===== src/rtl/frame_sequencer.sv =====
// Per-frame scheduler: PHYS_STEPS physics substeps, one environment pass, then a commit.
// Optional watchdog on the wait states is enabled by defining FRAME_SEQ_WATCHDOG_EN.
module frame_sequencer #(
    parameter int PHYS_STEPS     = 2,
    parameter int CNT_BITS       = 8,
    parameter int TIMEOUT_CYCLES = 1_000_000
) (
    input  logic                            clk_in,
    input  logic                            rst_in,
    input  logic                            new_frame_in,
    output logic                            phys_start_out,
    input  logic                            phys_done_in,
    output logic                            env_start_out,
    input  logic                            env_done_in,
    output logic                            commit_out,
    output logic                            busy_out,
    output logic [$clog2(PHYS_STEPS+1)-1:0] step_idx_out,
    output logic [CNT_BITS-1:0]             overrun_count_out,
    output logic                            timeout_out
);
    // state        | meaning
    // S_IDLE       | waiting for a new-frame pulse
    // S_PHYS_START | phys_start pulse for substep step_idx
    // S_PHYS_WAIT  | waiting for phys_done
    // S_ENV_START  | env_start pulse
    // S_ENV_WAIT   | waiting for env_done
    // S_COMMIT     | commit pulse, back to idle next cycle

    localparam int IDX_W = $clog2(PHYS_STEPS + 1);
    localparam logic [IDX_W-1:0] LAST_IDX = IDX_W'(PHYS_STEPS - 1);

    if (PHYS_STEPS < 1 || TIMEOUT_CYCLES < 1) begin : g_bad_param
        $error("frame_sequencer: PHYS_STEPS and TIMEOUT_CYCLES must be >= 1");
    end

    typedef enum logic [2:0] {
        S_IDLE,
        S_PHYS_START,
        S_PHYS_WAIT,
        S_ENV_START,
        S_ENV_WAIT,
        S_COMMIT
    } state_t;

    state_t               state_q;
    logic                 phys_start_q;
    logic                 env_start_q;
    logic                 commit_q;
    logic                 busy_q;
    logic [IDX_W-1:0]     step_idx_q;
    logic [CNT_BITS-1:0]  overrun_q;
    logic [CNT_BITS-1:0]  overrun_d;

    assign overrun_d = (&overrun_q) ? overrun_q : overrun_q + 1'b1;

`ifdef FRAME_SEQ_WATCHDOG_EN
    localparam int WD_W = (TIMEOUT_CYCLES > 1) ? $clog2(TIMEOUT_CYCLES) : 1;
    localparam logic [WD_W-1:0] WD_LOAD = WD_W'(TIMEOUT_CYCLES - 1);

    logic [WD_W-1:0] wd_q;
    logic            timeout_q;
    logic            wd_expired;

    assign wd_expired  = (wd_q == '0);
    assign timeout_out = timeout_q;
`else
    assign timeout_out = 1'b0;
`endif

    always_ff @(posedge clk_in) begin
        if (rst_in) begin
            state_q      <= S_IDLE;
            phys_start_q <= 1'b0;
            env_start_q  <= 1'b0;
            commit_q     <= 1'b0;
            busy_q       <= 1'b0;
            step_idx_q   <= '0;
            overrun_q    <= '0;
`ifdef FRAME_SEQ_WATCHDOG_EN
            wd_q         <= '0;
            timeout_q    <= 1'b0;
`endif
        end else begin
            phys_start_q <= 1'b0;
            env_start_q  <= 1'b0;
            commit_q     <= 1'b0;

            // Frames arriving mid-sequence are dropped, only counted.
            if (new_frame_in && state_q != S_IDLE)
                overrun_q <= overrun_d;

            case (state_q)
                S_IDLE: begin
                    if (new_frame_in) begin
                        state_q      <= S_PHYS_START;
                        phys_start_q <= 1'b1;
                        busy_q       <= 1'b1;
                        step_idx_q   <= '0;
                    end
                end
                S_PHYS_START: begin
                    state_q <= S_PHYS_WAIT;
`ifdef FRAME_SEQ_WATCHDOG_EN
                    wd_q    <= WD_LOAD;
`endif
                end
                S_PHYS_WAIT: begin
                    if (phys_done_in) begin
                        if (step_idx_q < LAST_IDX) begin
                            step_idx_q   <= step_idx_q + 1'b1;
                            state_q      <= S_PHYS_START;
                            phys_start_q <= 1'b1;
                        end else begin
                            state_q     <= S_ENV_START;
                            env_start_q <= 1'b1;
                        end
                    end
`ifdef FRAME_SEQ_WATCHDOG_EN
                    else if (wd_expired) begin
                        state_q   <= S_IDLE;
                        busy_q    <= 1'b0;
                        timeout_q <= 1'b1;
                    end else begin
                        wd_q <= wd_q - 1'b1;
                    end
`endif
                end
                S_ENV_START: begin
                    state_q <= S_ENV_WAIT;
`ifdef FRAME_SEQ_WATCHDOG_EN
                    wd_q    <= WD_LOAD;
`endif
                end
                S_ENV_WAIT: begin
                    if (env_done_in) begin
                        state_q  <= S_COMMIT;
                        commit_q <= 1'b1;
                    end
`ifdef FRAME_SEQ_WATCHDOG_EN
                    else if (wd_expired) begin
                        state_q   <= S_IDLE;
                        busy_q    <= 1'b0;
                        timeout_q <= 1'b1;
                    end else begin
                        wd_q <= wd_q - 1'b1;
                    end
`endif
                end
                S_COMMIT: begin
                    state_q <= S_IDLE;
                    busy_q  <= 1'b0;
                end
                default: begin
                    state_q <= S_IDLE;
                    busy_q  <= 1'b0;
                end
            endcase
        end
    end

    assign phys_start_out    = phys_start_q;
    assign env_start_out     = env_start_q;
    assign commit_out        = commit_q;
    assign busy_out          = busy_q;
    assign step_idx_out      = step_idx_q;
    assign overrun_count_out = overrun_q;

endmodule

===== config.mk =====
export PLATFORM = sky130hd
export DESIGN_NAME = frame_sequencer
export DESIGN_NICKNAME = d
export VERILOG_FILES = /design/src/rtl/frame_sequencer.sv
export SDC_FILE = /design/constraint.sdc
export NUM_CORES = 1
export LEC_CHECK = 0
export BUFFER_PORTS_ARGS = -buffer_cell sky130_fd_sc_hd__buf_2
export CAP_MARGIN = 20
export CORE_MARGIN = 4
export CORE_UTILIZATION = 50
export CTS_CLUSTER_DIAMETER = 30
export DETAILED_ROUTE_END_ITERATION = 12
export PLACE_DENSITY_LB_ADDON = 0.2
export SLEW_MARGIN = 20
export SYNTH_ARGS = -nofsm -noshare
export SYNTH_HDL_FRONTEND = slang
export SYNTH_SLANG_ARGS = --single-unit
export TNS_END_PERCENT = 1

===== constraint.sdc =====
create_clock -name clk_in -period 2.2 [get_ports clk_in]
set_input_delay 0.33 -clock clk_in [delete_from_list [all_inputs] [get_ports clk_in]]
set_output_delay 0.33 -clock clk_in [all_outputs]
set_load 0.01 [all_outputs]

== Word level (Yosys, flattened, before mapping) ==
Cells that the tools add are included.
W data, S select, Z words.

* Output and inout bits: 15
* Register bits after elaboration: 17
* Input port bits: 5
* Word-level logic and storage cells: 52

* Magnitude comparators: 1
* $add $sub $neg: 2
* Mux-type cells: 17
* Eq/ne operators: 8
* Reduce and logical (&&, ||, !) cells: 12
* Bitwise logic cells: 5

{| class="wikitable"
|+ Operator list
! cell !! count
|-
| $pmux W3 S5 || 1
|-
| $mux W3 || 3
|-
| $add A8 B1 Y8 const B || 1
|-
| $mux W2 || 4
|-
| $ne A2 B2 Y1 const B || 4
|-
| $reduce_and A8 Y1 || 1
|-
| $eq A3 B2 Y1 const B || 2
|-
| $mux W1 || 6
|-
| $not A1 Y1 || 5
|-
| $pmux W1 S2 || 2
|-
| $pmux W2 S2 || 1
|-
| $reduce_and A2 Y1 || 2
|-
| $reduce_and A4 Y1 || 1
|-
| $reduce_or A4 Y1 || 1
|-
| $eq A3 B1 Y1 const B || 1
|-
| $eq A3 B3 Y1 const B || 1
|-
| $logic_not A3 Y1 || 1
|-
| $reduce_and A3 Y1 || 1
|-
| $reduce_bool A3 Y1 || 1
|-
| $reduce_or A3 Y1 || 1
|-
| $add A2 B1 Y2 const B || 1
|-
| $lt A2 B1 Y1 const B || 1
|-
| $reduce_bool A2 Y1 || 1
|-
| $reduce_or A2 Y1 || 1
|-
| $logic_and A1 B1 Y1 || 1
|}

== Longest topological paths before layout ==
* Depth after elaboration: 4
* Depth in mapped cells: 6
* Depth with buffers taken out: 6

== Least setup slack after synthesis ==
Ideal clock, no wire load.

* Path type: register -> register
* From: register step_idx_q[0] (netlist: step_idx_out[0])
* To: register step_idx_q[1] (netlist: step_idx_out[1])
* Library setup time: 0.065 ns
* Required time: 2.135 ns
* Path buffers: 0
* Clock period less this slack: 1.631 ns
* Path slack: 0.569 ns
* Stages on the path, launching flop included: 7
* Data arrival time: 1.566 ns
* Cells stage by stage: dfxtp_1 -> inv_1 -> ha_1 -> and3_1 -> o21ai_0 -> mux2_2 -> nor2_1

* Cells in the longest elaborated chain, start to end: 4
* Elaborated cells between the ends (all ways): 7
* Those cells by class: add/sub: 1; order compare: 1; eq/ne: 1; mux: 3; reduce/logical: 1

{| class="wikitable"
|+ RTL lines
! what !! RTL line !! text
|-
| from (decl) || 50 || <nowiki>logic [IDX_W-1:0] step_idx_q;</nowiki>
|-
| from (signal assigned) || 110 || <nowiki>step_idx_q <= step_idx_q + 1'b1;</nowiki>
|-
| $add A2 B1 Y2 || 110 ||
|-
| $mux W2 || 109 || <nowiki>if (step_idx_q < LAST_IDX) begin</nowiki>
|-
| $mux W2 || 108 || <nowiki>if (phys_done_in) begin</nowiki>
|-
| $pmux W2 S2 || 92 || <nowiki>case (state_q)</nowiki>
|}

Parallel ways exist; a longest one is shown, timed or not. The select of a mux whose other input is x is not followed.
A chain may end at the register's enable or synchronous reset.

== Final worst setup path ==
Same ends and word-level chain as after synthesis.

==> results_dict.tcl <==
set metrics [dict create \
    dp_slack_ns 0.506 \
    synthDominantCellAreaShare_pct 42.8 \
    cts_tree "built" \
    numPortBuffers 18 \
    start_util_pct 52.7 \
    path_cells "inv_1 > ha_1 > and3_1 > o21ai_0 > mux2_2 > nor2_1" \
    leakage_uw 0.000364 \
    r2r-start "step_idx_out[0]" \
    htreeDepth 1 \
    wl_per_cell_um 12.4 \
    grt_pass1_wl_mm 2.53 \
    io_pins 20 \
    synthCells 90 \
    p_sw_share_pct 26.1 \
    drt_iter0_markers 18 \
    crit_type "reg -> reg" \
    max_freq_mhz 579 \
    period_minus_slack_ns 1.73 \
    clk_latency_ns 0.29 \
    routed_via_density 5.66 \
    cts-resized-gates 0 \
    cap_violations 0 \
    detail-route-antenna-nets 0 \
    die_w_um 47.9 \
    cp-start-kind "flop" \
    clock-sinks 17 \
    r2r_slack_ns 0.47 \
    ys.warnings.count 0 \
    powerDensity_nw_per_um2 629 \
    core_area_sq_um 1510 \
    ys_seq_area_share_pct 42.8 \
    setup.worst_path.end_class "flop" \
    worstPathRequired_ns 2.42 \
    placed_area_sq_um 863 \
    ys.flop_type "dfxtp_1" \
    holdWs_ns 0.290 \
    layout_setup_ws_ns 0.473 \
    synth_fp_nets 97 \
    vias 690 \
    totalNegativeSetupSlack_ns 0 \
    globalplace.congestion 0.786 \
    wl_mm 1.51 \
    cts_root_buffer "clkbuf_4" \
    skew_ns 0.0124 \
    ys_ff_latch 17 \
    slowest_delay_ns 0.39 \
    n_antenna_cell 0 \
    r2r-end "step_idx_out[1]" \
    n_fill_cell 143 \
    grt_pass1_vias 608 \
    rsz0062_at_grt "false" \
    crit_family "compound AO/OA/AOI/OAI gates" \
    dr.pass1.iters 4 \
    cts_buffers 3 \
    crit_path_end "step_idx_out[1]" \
    grt_max_degree 18 \
    power.switching_uw 146 \
    hold_path_class "in -> reg" \
    clk_pin_slew_ns 0.11 \
    syn2layout_area_growth_pct 12.1 \
    synth-edff-count 0 \
    synth_area_leaders "dfxtp_1, a21oi_1, or3_1" \
    worstSetupStartpoint "step_idx_out[0]" \
    clk_path_buf_depth 2 \
    drive_gt1_share_pct 24.5 \
    ys_types 29 \
    power.internal_uw 414 \
    post_cts.repair.setup_buffers 0 \
    holdBufCountCts 0 \
    crit_arrival_ns 1.95 \
    hpwlAfterDp_mm 1.07 \
    reg2reg_depth 6 \
    combinationalPowerShare_pct 11.1 \
    finalHoldViolations 0 \
    cp_slowest_cell "o21ai_0" \
    clkPwrFrac_pct 29.6 \
    antenna_found_initial 0 \
    fin_nets 114 \
    drc 0 \
    crit_buf_inv 1 \
    row_count 14 \
    irDropWorstVdd_uv 607 \
    setup_viol 0 \
    grt_overflow_total 0 \
    final_area_sq_um 891 \
    synth_area_leader_cell "dfxtp_1" \
    pwr-share-seq_pct 59.3 \
    cp_num_cells 6 \
    netlist_area_sq_um 795 \
    worstPathMaxFanout 4 \
    post-route-period-util_pct 78.5 \
    grt_use_total_pct 15.5 \
    slew_viol_final 0 \
    async_reset_ff_share_pct 0 \
    die_h_um 47.9 \
    stdcell_count 122 \
    postSynthAreaPerCell_sq_um 8.83 \
    status "completed" \
    dp.cells 118 \
    die-area_sq_um 2290 \
]
[cells in the final DEF (no fill, tap or decap), types with 2 or more instances in the layout]
master,n
or4_1,3
or3_1,5
o21ai_0,4
nand3_1,6
nor3_1,2
buf_2,18
o31ai_1,3
nand2_1,4
nor2_1,7
inv_1,4
dfxtp_1,17
ha_1,2
mux2i_1,3
clkbuf_4,3
a21oi_1,11
[logic make-up (layout without fill, tap and decap cells)]
kind of cell / count (synthesis) / in the layout / share of synthesized area, %
XOR/XNOR: 1 / 1 / 1.10
AND/OR/NAND/NOR: 34 / 34 / 23.2
flip-flops: 17 / 17 / 42.8
adder cells (fa/ha/maj): 2 / 2 / 3.15
AO/OA/AOI/OAI: 21 / 21 / 17.0
other: 1 / 1 / 0.472
buffers and inverters: 10 / 26 / 7.09
multiplexers: 4 / 4 / 5.20
[tightest hold or removal path, cell delays in order]
cell and delay [ns]:
buf_2 0.09, nand2_1 0.08, nor4_1 0.05
[Yosys cell counts (all sizes together) (2+ instances only)]
| cell | count |
|---|---|
| inv | 4 |
| nor2 | 7 |
| buf | 4 |
| o21ai | 4 |
| a21oi | 11 |
| ha | 2 |
| nand3 | 6 |
| or3 | 5 |
| mux2i | 3 |
| clkbuf | 2 |
| dfxtp | 17 |
| or4 | 3 |
| nor3 | 2 |
| nand2 | 4 |
| o31ai | 4 |
[stage by stage]
stage	total power [uW]	util, %
3_3_place_gp	400	57.3
4_1_cts	568	59.1
3_5_place_dp	402	57.3
6_report	561	59.1
5_1_grt	592	59.1
2_1_floorplan	390	-
[power groups by stage]
stage	Sequential [uW]	Combinational (uW)	Clock, uW
after floorplan	336	54.4	0
after global placement	339	61.5	0
after detailed placement	339	63.0	0
after CTS	332	63.2	173
after global routing	335	69.4	188
final	332	62.5	166
[how the worst min path moves through the flow]
| stage | slack [ns] | endpoint | cells after the start | startpoint |
|---|---|---|---|---|
| final | 0.29 | commit_out | 3 | env_done_in |
| after global routing | 0.29 | commit_out | 3 | env_done_in |
| after CTS | 0.28 | commit_out | 3 | env_done_in |
| after detailed placement | 0.48 | busy_out | 2 | busy_out |
| after global placement | 0.46 | busy_out | 2 | busy_out |
| after floorplan | 0.48 | commit_out | 2 | env_done_in |
[flip-flops by register name, summed over array words and instances (netlist names)]
register	count
overrun_count_out	8
state_q	3
step_idx_out	2
busy_out	1
commit_out	1
env_start_out	1
phys_start_out	1
[final cells by class]
cell class | count | area (sq um) | area share [%]
clock inverter | 1 | 5.00 | 0.562
sequential | 17 | 340 | 38.2
inverter | 4 | 15.0 | 1.69
timing repair buffer | 18 | 90.1 | 10.1
multi-input combinational | 63 | 398 | 44.7
tap | 16 | 20.0 | 2.25
clock buffer | 3 | 22.5 | 2.53
[metal layers]
metal	track usage (%)	up-vias	part of all wire (%)
met4	3.76	0	0.66
met2	23.2	13	44
met1	20.3	324	50
met5	0	-	0
li1	-	351	-
met3	6.77	2	5.2
Note: power is estimated with default switching activity, not from simulation.
